**config.mk**
```make
export PLATFORM = sky130hd
export DESIGN_NAME = split_merge_seq_ctrl
export DESIGN_NICKNAME = d
export VERILOG_FILES = /design/src/rtl/falconsoar_pkg.sv /design/src/rtl/counter_ce.sv /design/src/rtl/split_merge_seq_ctrl_task_word_pack.sv /design/src/rtl/split_merge_seq_ctrl.sv
export SDC_FILE = /design/constraint.sdc
export NUM_CORES = 1
export LEC_CHECK = 0
export BUFFER_PORTS_ARGS = -buffer_cell sky130_fd_sc_hd__buf_2
export CORE_AREA = 2 2 90 92
export DETAILED_ROUTE_END_ITERATION = 16
export DIE_AREA = 0 0 92 94
export PLACE_DENSITY_LB_ADDON = 0.25
export SYNTH_ARGS = -nofsm -noshare
export SYNTH_HDL_FRONTEND = slang
export SYNTH_SLANG_ARGS = --single-unit
```
**constraint.sdc**
```tcl
create_clock -name clk -period 7.5 [get_ports clk]
set_clock_uncertainty 0.2 [all_clocks]
set_input_delay 0.375 -clock clk [delete_from_list [all_inputs] [get_ports clk]]
set_output_delay 0.375 -clock clk [all_outputs]
set_load 0.02 [all_outputs]
```
**src/rtl/falconsoar_pkg.sv**
```systemverilog
// Shared types and constants for the split/merge job sequencer.
package falconsoar_pkg;

    localparam int MEM_ADDR_BITS  = 6;
    localparam int TASK_REDUCE_BW = 16 + 3 * MEM_ADDR_BITS;

    typedef logic [MEM_ADDR_BITS-1:0] mem_addr_t;

    // split_merge_top task type codes
    localparam logic [2:0] SPLIT_256 = 3'd2;
    localparam logic [2:0] MERGE_256 = 3'd3;
    localparam logic [2:0] SPLIT_512 = 3'd4;
    localparam logic [2:0] MERGE_512 = 3'd5;

    localparam logic [1:0] FFT_MODE  = 2'b00;
    localparam logic [4:0] STAGE_MAX = 5'd8;

    // bit of the task word carrying output_position_set
    localparam int POS_OUT_BIT = 5;

    typedef enum logic [2:0] {
        IDLE  = 3'd0,
        ISSUE = 3'd1,
        WAIT  = 3'd2,
        GAP   = 3'd3,
        DONE  = 3'd4,
        ERR   = 3'd5
    } seq_state_e;

    // Task type from job flavour: {n512,merge} + 2
    function automatic logic [2:0] task_type(input logic n512, input logic merge);
        logic [2:0] t;
        if (n512) t = merge ? MERGE_512 : SPLIT_512;
        else      t = merge ? MERGE_256 : SPLIT_256;
        return t;
    endfunction

endpackage

```
**src/rtl/counter_ce.sv**
```systemverilog
// Saturating up-counter with synchronous clear and count enable.
module counter_ce #(
    parameter int           W   = 12,
    parameter logic [W-1:0] MAX = '1
) (
    input  logic         clk,
    input  logic         rst_n,
    input  logic         clr,
    input  logic         ce,
    output logic [W-1:0] cnt
);

    logic [W-1:0] cnt_q, cnt_d;

    // clear wins over enable; hold at MAX once reached
    always_comb begin
        cnt_d = cnt_q;
        if (clr)                      cnt_d = '0;
        else if (ce && cnt_q != MAX)  cnt_d = cnt_q + 1'b1;
    end

    // count register
    always_ff @(posedge clk or negedge rst_n) begin
        if (!rst_n) cnt_q <= '0;
        else        cnt_q <= cnt_d;
    end

    assign cnt = cnt_q;

endmodule

```
**src/rtl/split_merge_seq_ctrl_task_word_pack.sv**
```systemverilog
// Packs task fields into the split_merge_top input_task word layout.
module sm_task_word_pack
    import falconsoar_pkg::*;
(
    input  logic [4:0]                stage,
    input  logic [2:0]                ttype,
    input  logic                      in_pos,
    input  logic                      out_pos,
    input  mem_addr_t                 b0,
    input  mem_addr_t                 b1,
    input  mem_addr_t                 b2,
    output logic [TASK_REDUCE_BW-1:0] word
);

    // {b0,b1,b2} | stage[15:11] | type[10:8] | mode[7:6] | out[5] | in[4] | 0[3:0]
    assign word = {b0, b1, b2, stage, ttype, FFT_MODE, out_pos, in_pos, 4'b0000};

endmodule

```
**src/rtl/split_merge_seq_ctrl.sv**
```systemverilog
// Expands one split/merge job into per-stage tasks for split_merge_top,
// with ping-pong addressing, inter-task gap and a per-task watchdog.
module split_merge_seq_ctrl
    import falconsoar_pkg::*;
#(
    parameter int WDOG_CYCLES = 4096,
    parameter int GAP_CYCLES  = 2
) (
    input  logic                       clk,
    input  logic                       rst_n,
    input  logic                       cmd_valid,
    output logic                       cmd_ready,
    input  logic                       cmd_merge,
    input  logic                       cmd_n512,
    input  logic [4:0]                 cmd_stage_hi,
    input  logic [4:0]                 cmd_stage_lo,
    input  logic                       cmd_in_neg,
    input  logic                       cmd_out_neg,
    input  logic [3*MEM_ADDR_BITS-1:0] cmd_addr,
    output logic                       task_start,
    output logic [TASK_REDUCE_BW-1:0]  task_word,
    input  logic                       task_done,
    output logic                       busy,
    output logic                       job_done,
    output logic                       job_err
);

    localparam int WDOG_W = (WDOG_CYCLES > 1) ? $clog2(WDOG_CYCLES) : 1;
    localparam logic [WDOG_W-1:0] WDOG_LAST = WDOG_W'(WDOG_CYCLES - 1);
    localparam int GAP_W = (GAP_CYCLES > 1) ? $clog2(GAP_CYCLES) : 1;
    localparam logic [GAP_W-1:0] GAP_LAST = GAP_W'(GAP_CYCLES - 1);
    localparam int M = MEM_ADDR_BITS;

    seq_state_e state_q, state_d;

    logic [4:0]         stage_q, stage_d;
    logic               odd_q, odd_d;
    logic [GAP_W-1:0]   gap_q, gap_d;
    logic [4:0]         hi_q, hi_d, lo_q, lo_d;
    logic               merge_q, merge_d, n512_q, n512_d, out_neg_q, out_neg_d;
    logic [3*M-1:0]     addr_q, addr_d;
    logic [TASK_REDUCE_BW-1:0] word_q, word_d;

    logic               hs, cmd_illegal, is_last;
    logic [WDOG_W-1:0]  wdog;

    // next-task candidate fields
    logic               src_merge, src_n512, src_out_neg;
    logic [4:0]         src_hi, src_lo, nxt_stage;
    logic [3*M-1:0]     src_addr, nxt_addr;
    logic               nxt_odd, nxt_last, nxt_in, nxt_out;
    logic [TASK_REDUCE_BW-1:0] nxt_word;

    assign hs          = (state_q == IDLE) && cmd_valid;
    assign cmd_illegal = (cmd_stage_lo > cmd_stage_hi) || (cmd_stage_hi > STAGE_MAX) ||
                         ((cmd_stage_hi == STAGE_MAX) && !cmd_n512);
    assign is_last     = (stage_q == (merge_q ? hi_q : lo_q));

    // Watchdog runs from the start cycle so expiry lands WDOG_CYCLES after the pulse
    counter_ce #(.W(WDOG_W), .MAX(WDOG_LAST)) u_wdog (
        .clk   (clk),
        .rst_n (rst_n),
        .clr   (!(state_q == ISSUE || state_q == WAIT)),
        .ce    (state_q == ISSUE || state_q == WAIT),
        .cnt   (wdog)
    );

    // FSM next state; completion beats watchdog expiry in the same cycle
    always_comb begin
        state_d = state_q;
        case (state_q)
            IDLE:  if (cmd_valid) state_d = cmd_illegal ? ERR : ISSUE;
            ISSUE: state_d = WAIT;
            WAIT: begin
                if (task_done)              state_d = is_last ? DONE : GAP;
                else if (wdog == WDOG_LAST) state_d = ERR;
            end
            GAP:   if (gap_q == GAP_LAST) state_d = ISSUE;
            DONE:  state_d = IDLE;
            ERR:   state_d = IDLE;
            default: state_d = IDLE;
        endcase
    end

    // Next task: first task from the live command, later tasks step from the captured one
    always_comb begin
        src_merge   = (state_q == IDLE) ? cmd_merge    : merge_q;
        src_n512    = (state_q == IDLE) ? cmd_n512     : n512_q;
        src_out_neg = (state_q == IDLE) ? cmd_out_neg  : out_neg_q;
        src_hi      = (state_q == IDLE) ? cmd_stage_hi : hi_q;
        src_lo      = (state_q == IDLE) ? cmd_stage_lo : lo_q;
        src_addr    = (state_q == IDLE) ? cmd_addr     : addr_q;
        if (state_q == IDLE) begin
            nxt_stage = cmd_merge ? cmd_stage_lo : cmd_stage_hi;
            nxt_odd   = 1'b0;
            nxt_in    = cmd_in_neg;
        end else begin
            nxt_stage = merge_q ? 5'(stage_q + 5'd1) : 5'(stage_q - 5'd1);
            nxt_odd   = ~odd_q;
            nxt_in    = word_q[POS_OUT_BIT];
        end
        nxt_last = (nxt_stage == (src_merge ? src_hi : src_lo));
        nxt_out  = nxt_last & src_out_neg;
        // odd tasks swap source and destination
        nxt_addr = nxt_odd ? {src_addr[M-1:0], src_addr[2*M-1:M], src_addr[3*M-1:2*M]}
                           : src_addr;
    end

    sm_task_word_pack u_pack (
        .stage   (nxt_stage),
        .ttype   (task_type(src_n512, src_merge)),
        .in_pos  (nxt_in),
        .out_pos (nxt_out),
        .b0      (mem_addr_t'(nxt_addr[3*M-1:2*M])),
        .b1      (mem_addr_t'(nxt_addr[2*M-1:M])),
        .b2      (mem_addr_t'(nxt_addr[M-1:0])),
        .word    (nxt_word)
    );

    // Datapath updates: capture on handshake, task word only on entry to ISSUE
    always_comb begin
        stage_d   = stage_q;
        odd_d     = odd_q;
        word_d    = word_q;
        hi_d      = hi_q;
        lo_d      = lo_q;
        merge_d   = merge_q;
        n512_d    = n512_q;
        out_neg_d = out_neg_q;
        addr_d    = addr_q;
        gap_d     = (state_q == GAP) ? GAP_W'(gap_q + 1'b1) : '0;
        if (hs) begin
            hi_d      = cmd_stage_hi;
            lo_d      = cmd_stage_lo;
            merge_d   = cmd_merge;
            n512_d    = cmd_n512;
            out_neg_d = cmd_out_neg;
            addr_d    = cmd_addr;
        end
        if (state_d == ISSUE && state_q != ISSUE) begin
            stage_d = nxt_stage;
            odd_d   = nxt_odd;
            word_d  = nxt_word;
        end
    end

    // State and datapath registers
    always_ff @(posedge clk or negedge rst_n) begin
        if (!rst_n) begin
            state_q   <= IDLE;
            stage_q   <= '0;
            odd_q     <= 1'b0;
            gap_q     <= '0;
            hi_q      <= '0;
            lo_q      <= '0;
            merge_q   <= 1'b0;
            n512_q    <= 1'b0;
            out_neg_q <= 1'b0;
            addr_q    <= '0;
            word_q    <= '0;
        end else begin
            state_q   <= state_d;
            stage_q   <= stage_d;
            odd_q     <= odd_d;
            gap_q     <= gap_d;
            hi_q      <= hi_d;
            lo_q      <= lo_d;
            merge_q   <= merge_d;
            n512_q    <= n512_d;
            out_neg_q <= out_neg_d;
            addr_q    <= addr_d;
            word_q    <= word_d;
        end
    end

    // Moore outputs decoded from state
    always_comb begin
        cmd_ready  = (state_q == IDLE);
        task_start = (state_q == ISSUE);
        busy       = (state_q != IDLE);
        job_done   = (state_q == DONE);
        job_err    = (state_q == ERR);
    end

    assign task_word = word_q;

endmodule

```
==> metrics.yaml <==
run_status: "complete, but fails checks"
failed_checks: "hold timing"
post_cts_resize_count: 0
final_min_period_over_clock_period_pct: 41.5
io-pin-count: 75
grt_antenna_before_repair: 0
cp-startpoint: "merge_q"
ys_dominant_reg_cell: "sky130_fd_sc_hd__dfrtp_1"
synth_area_leaders: "sky130_fd_sc_hd__dfrtp_1, sky130_fd_sc_hd__mux2_2, sky130_fd_sc_hd__mux2i_1"
fp.dieH_um: 94
antenna_violating_nets_post_route: 0
start_util_pct: 53.7
estimated_wirelength_of_the_detail_placed_design_um: 5920
min_path_type: "in -> async"
ratio_of_cells_with_drive_above_1_in_the_final_layout_pct: 26.6
critPathBufInv: 0
crit_path_cell_trace: "mux2i_1, xnor2_1, nor3_1, a41oi_1, or3b_4, or3_1, o211ai_2"
tritoncts_num_sinks: 76
cts_buffers: 9
tritoncts: "built"
drcViolationCount: 0
timing.max_cap.violations: 0
cellPowerDensity_nw_per_um2: 461
final.hold.worst_slack_ps: -32.7
cts.htree.levels: 3
timing.critical_path.slowest_cell_delay_ps: 640
syn_inst: 400
synth_top_cell_area_share_pct: 46.6
final_cell_count_no_fill: 565
synth_sequential_area_ratio_pct: 46.6
worstPathArrival_ps: 3170
layout.cells.most_common_list: "sky130_fd_sc_hd__dfrtp_1, sky130_fd_sc_hd__buf_2, sky130_fd_sc_hd__nand2_1"
final_period_minus_worst_setup_slack_ps: 3110
vias_per_cell: 5.30
initialDrtViolationCount: 168
routabilityCongestion: 0.858
timing.reg2reg.setup_slack_ps: 4390
clkTransAtPathRegs_ps: 80
cellLeakagePower_uw: 0.00222
irDropWorstVdd_v: 0.000234
cpMaxStageDelayCell: "sky130_fd_sc_hd__or3b_4"
worst_setup_path_end_kind: "flop"
die_w_um: 92
nFillCells: 652
synthesis.area_per_instance_sq_um: 10.2
reg2reg_from: "merge_q"
final_net_count: 504
timing.slew.headroom_pct: 36.6
cts_buffer_depth: 2
dpl.cell_count: 549
critical_path_required_ps: 7550
rr_endpoint: "stage_q[0]"
cp_max_fo: 57
worst_skew_pair.late_latency_ps: 340
cts_setup_buffers: 0
synth.cell_area_sq_um: 4080
via_count_of_the_first_global_routing_pass: 2844
post-synth-top-area-cell: "sky130_fd_sc_hd__dfrtp_1"
flow.area_growth_from_synthesis_pct: 14.3
drt-pass1-iter-count: 5
final_hold_viol_count: 16
clk_root_buffer_cell: "sky130_fd_sc_hd__clkbuf_8"
grt_max_degree: 77
achievable_frequency_mhz: 321
wl_per_cell_um: 14.9
placement_rows: 32
place_worst_setup_slack_ps: 4420
layout.cells.most_common: "sky130_fd_sc_hd__dfrtp_1"
postLayoutCoreUtil_pct: 61.3
worstSetupPathDepth: 7
dr_total_vias: 2993
worst_setup_path_start_kind: "flop"
cts_hold_buf: 0
synth_cell_type_count: 49
finalSetupViolCount: 0
yosysWarningCount: 0
worst_path_dominant_cell_family: "simple AND/OR/NAND/NOR gates"
synth_seq_cells: 76
crit_end: "stage_q[0]"
n_antenna_cell: 0
totalWireLength_um: 8390
wire_length_of_the_first_global_routing_pass_um: 14000
rsz0062_at_grt: "false"
fin_setup_tns_ps: 0
numPortBuffers: 68
grt_overflow: 0
total_routing_usage_reported_by_global_routing_pct: 20.5
async_flop_share_pct: 100
area_enclosed_by_the_die_boundary_sq_um: 8650
setup_ws_ps: 4390
slew_violations: 0
timing.reg2reg.worst_path_depth: 7
design.core.area_sq_um: 7610
edff_count_synth: 0
fin_total_pwr_uw: 2150
timing.setup.critical_path_class: "reg -> reg"
max_slew.worst_pin.slew_ps: 952
==> layer usage <==
layer,vias to the layer above,track usage (%),wire length [um]
li1,1488,-,-
met1,1429,29.8,4100
met2,69,31.7,3870
met3,7,3.13,344
met4,0,7.09,76
met5,-,0,0
==> kinds of logic after synthesis <==
| family | count (synthesis) | synth area share, % |
|---|---|---|
| fa+ha+maj | 10 | 3.25 |
| compound gates | 68 | 9.57 |
| other cells | 1 | 0.0919 |
| mux | 59 | 15.5 |
| buf+inv | 40 | 4.69 |
| flops | 76 | 46.6 |
| simple gates | 122 | 14.8 |
| xor+xnor | 24 | 5.49 |
==> how the worst min path moves through the flow <==
stage | slack (ps) | depth (start not counted) | endpoint
after floorplan | -120 | 0 | addr_q[0]
after global placement | 230 | 1 | gap_q
after detailed placement | 240 | 1 | gap_q
after CTS | 20 | 1 | gap_q
after global routing | 60 | 1 | gap_q
final | -30 | 1 | u_wdog.cnt[3]
==> report_power, final <==
part           switching (uW)  internal, uW
registers                 154           587
clock network             152           198
logic                     583           477
total                     889          1260
==> through the flow <==
step / instance area (sq um) / hold slack [ps]
6_report: 4660 / -32.7
5_1_grt: 4660 / 57.4
4_1_cts: 4660 / 20.9
3_5_place_dp: 4440 / 237
3_3_place_gp: 4440 / 227
2_1_floorplan: 4100 / -121
==> cell type report <==
type                            count  area, sq um  share of cell area (%)
Sequential cell                    76         1900                    40.8
Timing Repair Buffer               70          358                    7.67
Tap cell                          102          128                    2.74
Inverter                           12         45.0                   0.966
Clock inverter                      5         83.8                    1.80
Multi-Input combinational cell    289         2010                    43.0
Clock buffer                       11          141                    3.03
==> sequential cells by signal, indices dropped and copies added, names as in the netlist <==
| signal | flops |
|---|---|
| merge_q | 1 |
| gap_q | 1 |
| task_word | 24 |
| n512_q | 1 |
| state_q | 3 |
| stage_q | 4 |
| lo_q | 5 |
| u_wdog.cnt | 12 |
| out_neg_q | 1 |
| hi_q | 5 |
| addr_q | 18 |
| odd_q | 1 |
==> Yosys cell counts, types with 3 or more instances <==
cell / n
sky130_fd_sc_hd__o21ai_0: 35
sky130_fd_sc_hd__xnor2_1: 18
sky130_fd_sc_hd__dfrtp_1: 76
sky130_fd_sc_hd__nand3_1: 5
sky130_fd_sc_hd__buf_2: 3
sky130_fd_sc_hd__nand2b_1: 6
sky130_fd_sc_hd__xor2_1: 5
sky130_fd_sc_hd__nor3_1: 6
sky130_fd_sc_hd__nand3b_1: 3
sky130_fd_sc_hd__nor2_1: 37
sky130_fd_sc_hd__inv_1: 12
sky130_fd_sc_hd__mux2i_1: 27
sky130_fd_sc_hd__buf_4: 6
sky130_fd_sc_hd__ha_1: 9
sky130_fd_sc_hd__mux2_2: 31
sky130_fd_sc_hd__nor2b_1: 3
sky130_fd_sc_hd__clkbuf_1: 15
sky130_fd_sc_hd__nand4_1: 5
sky130_fd_sc_hd__a21oi_1: 18
sky130_fd_sc_hd__a21o_1: 4
sky130_fd_sc_hd__nand2_1: 41
Note: power is estimated with default switching activity, not from simulation.
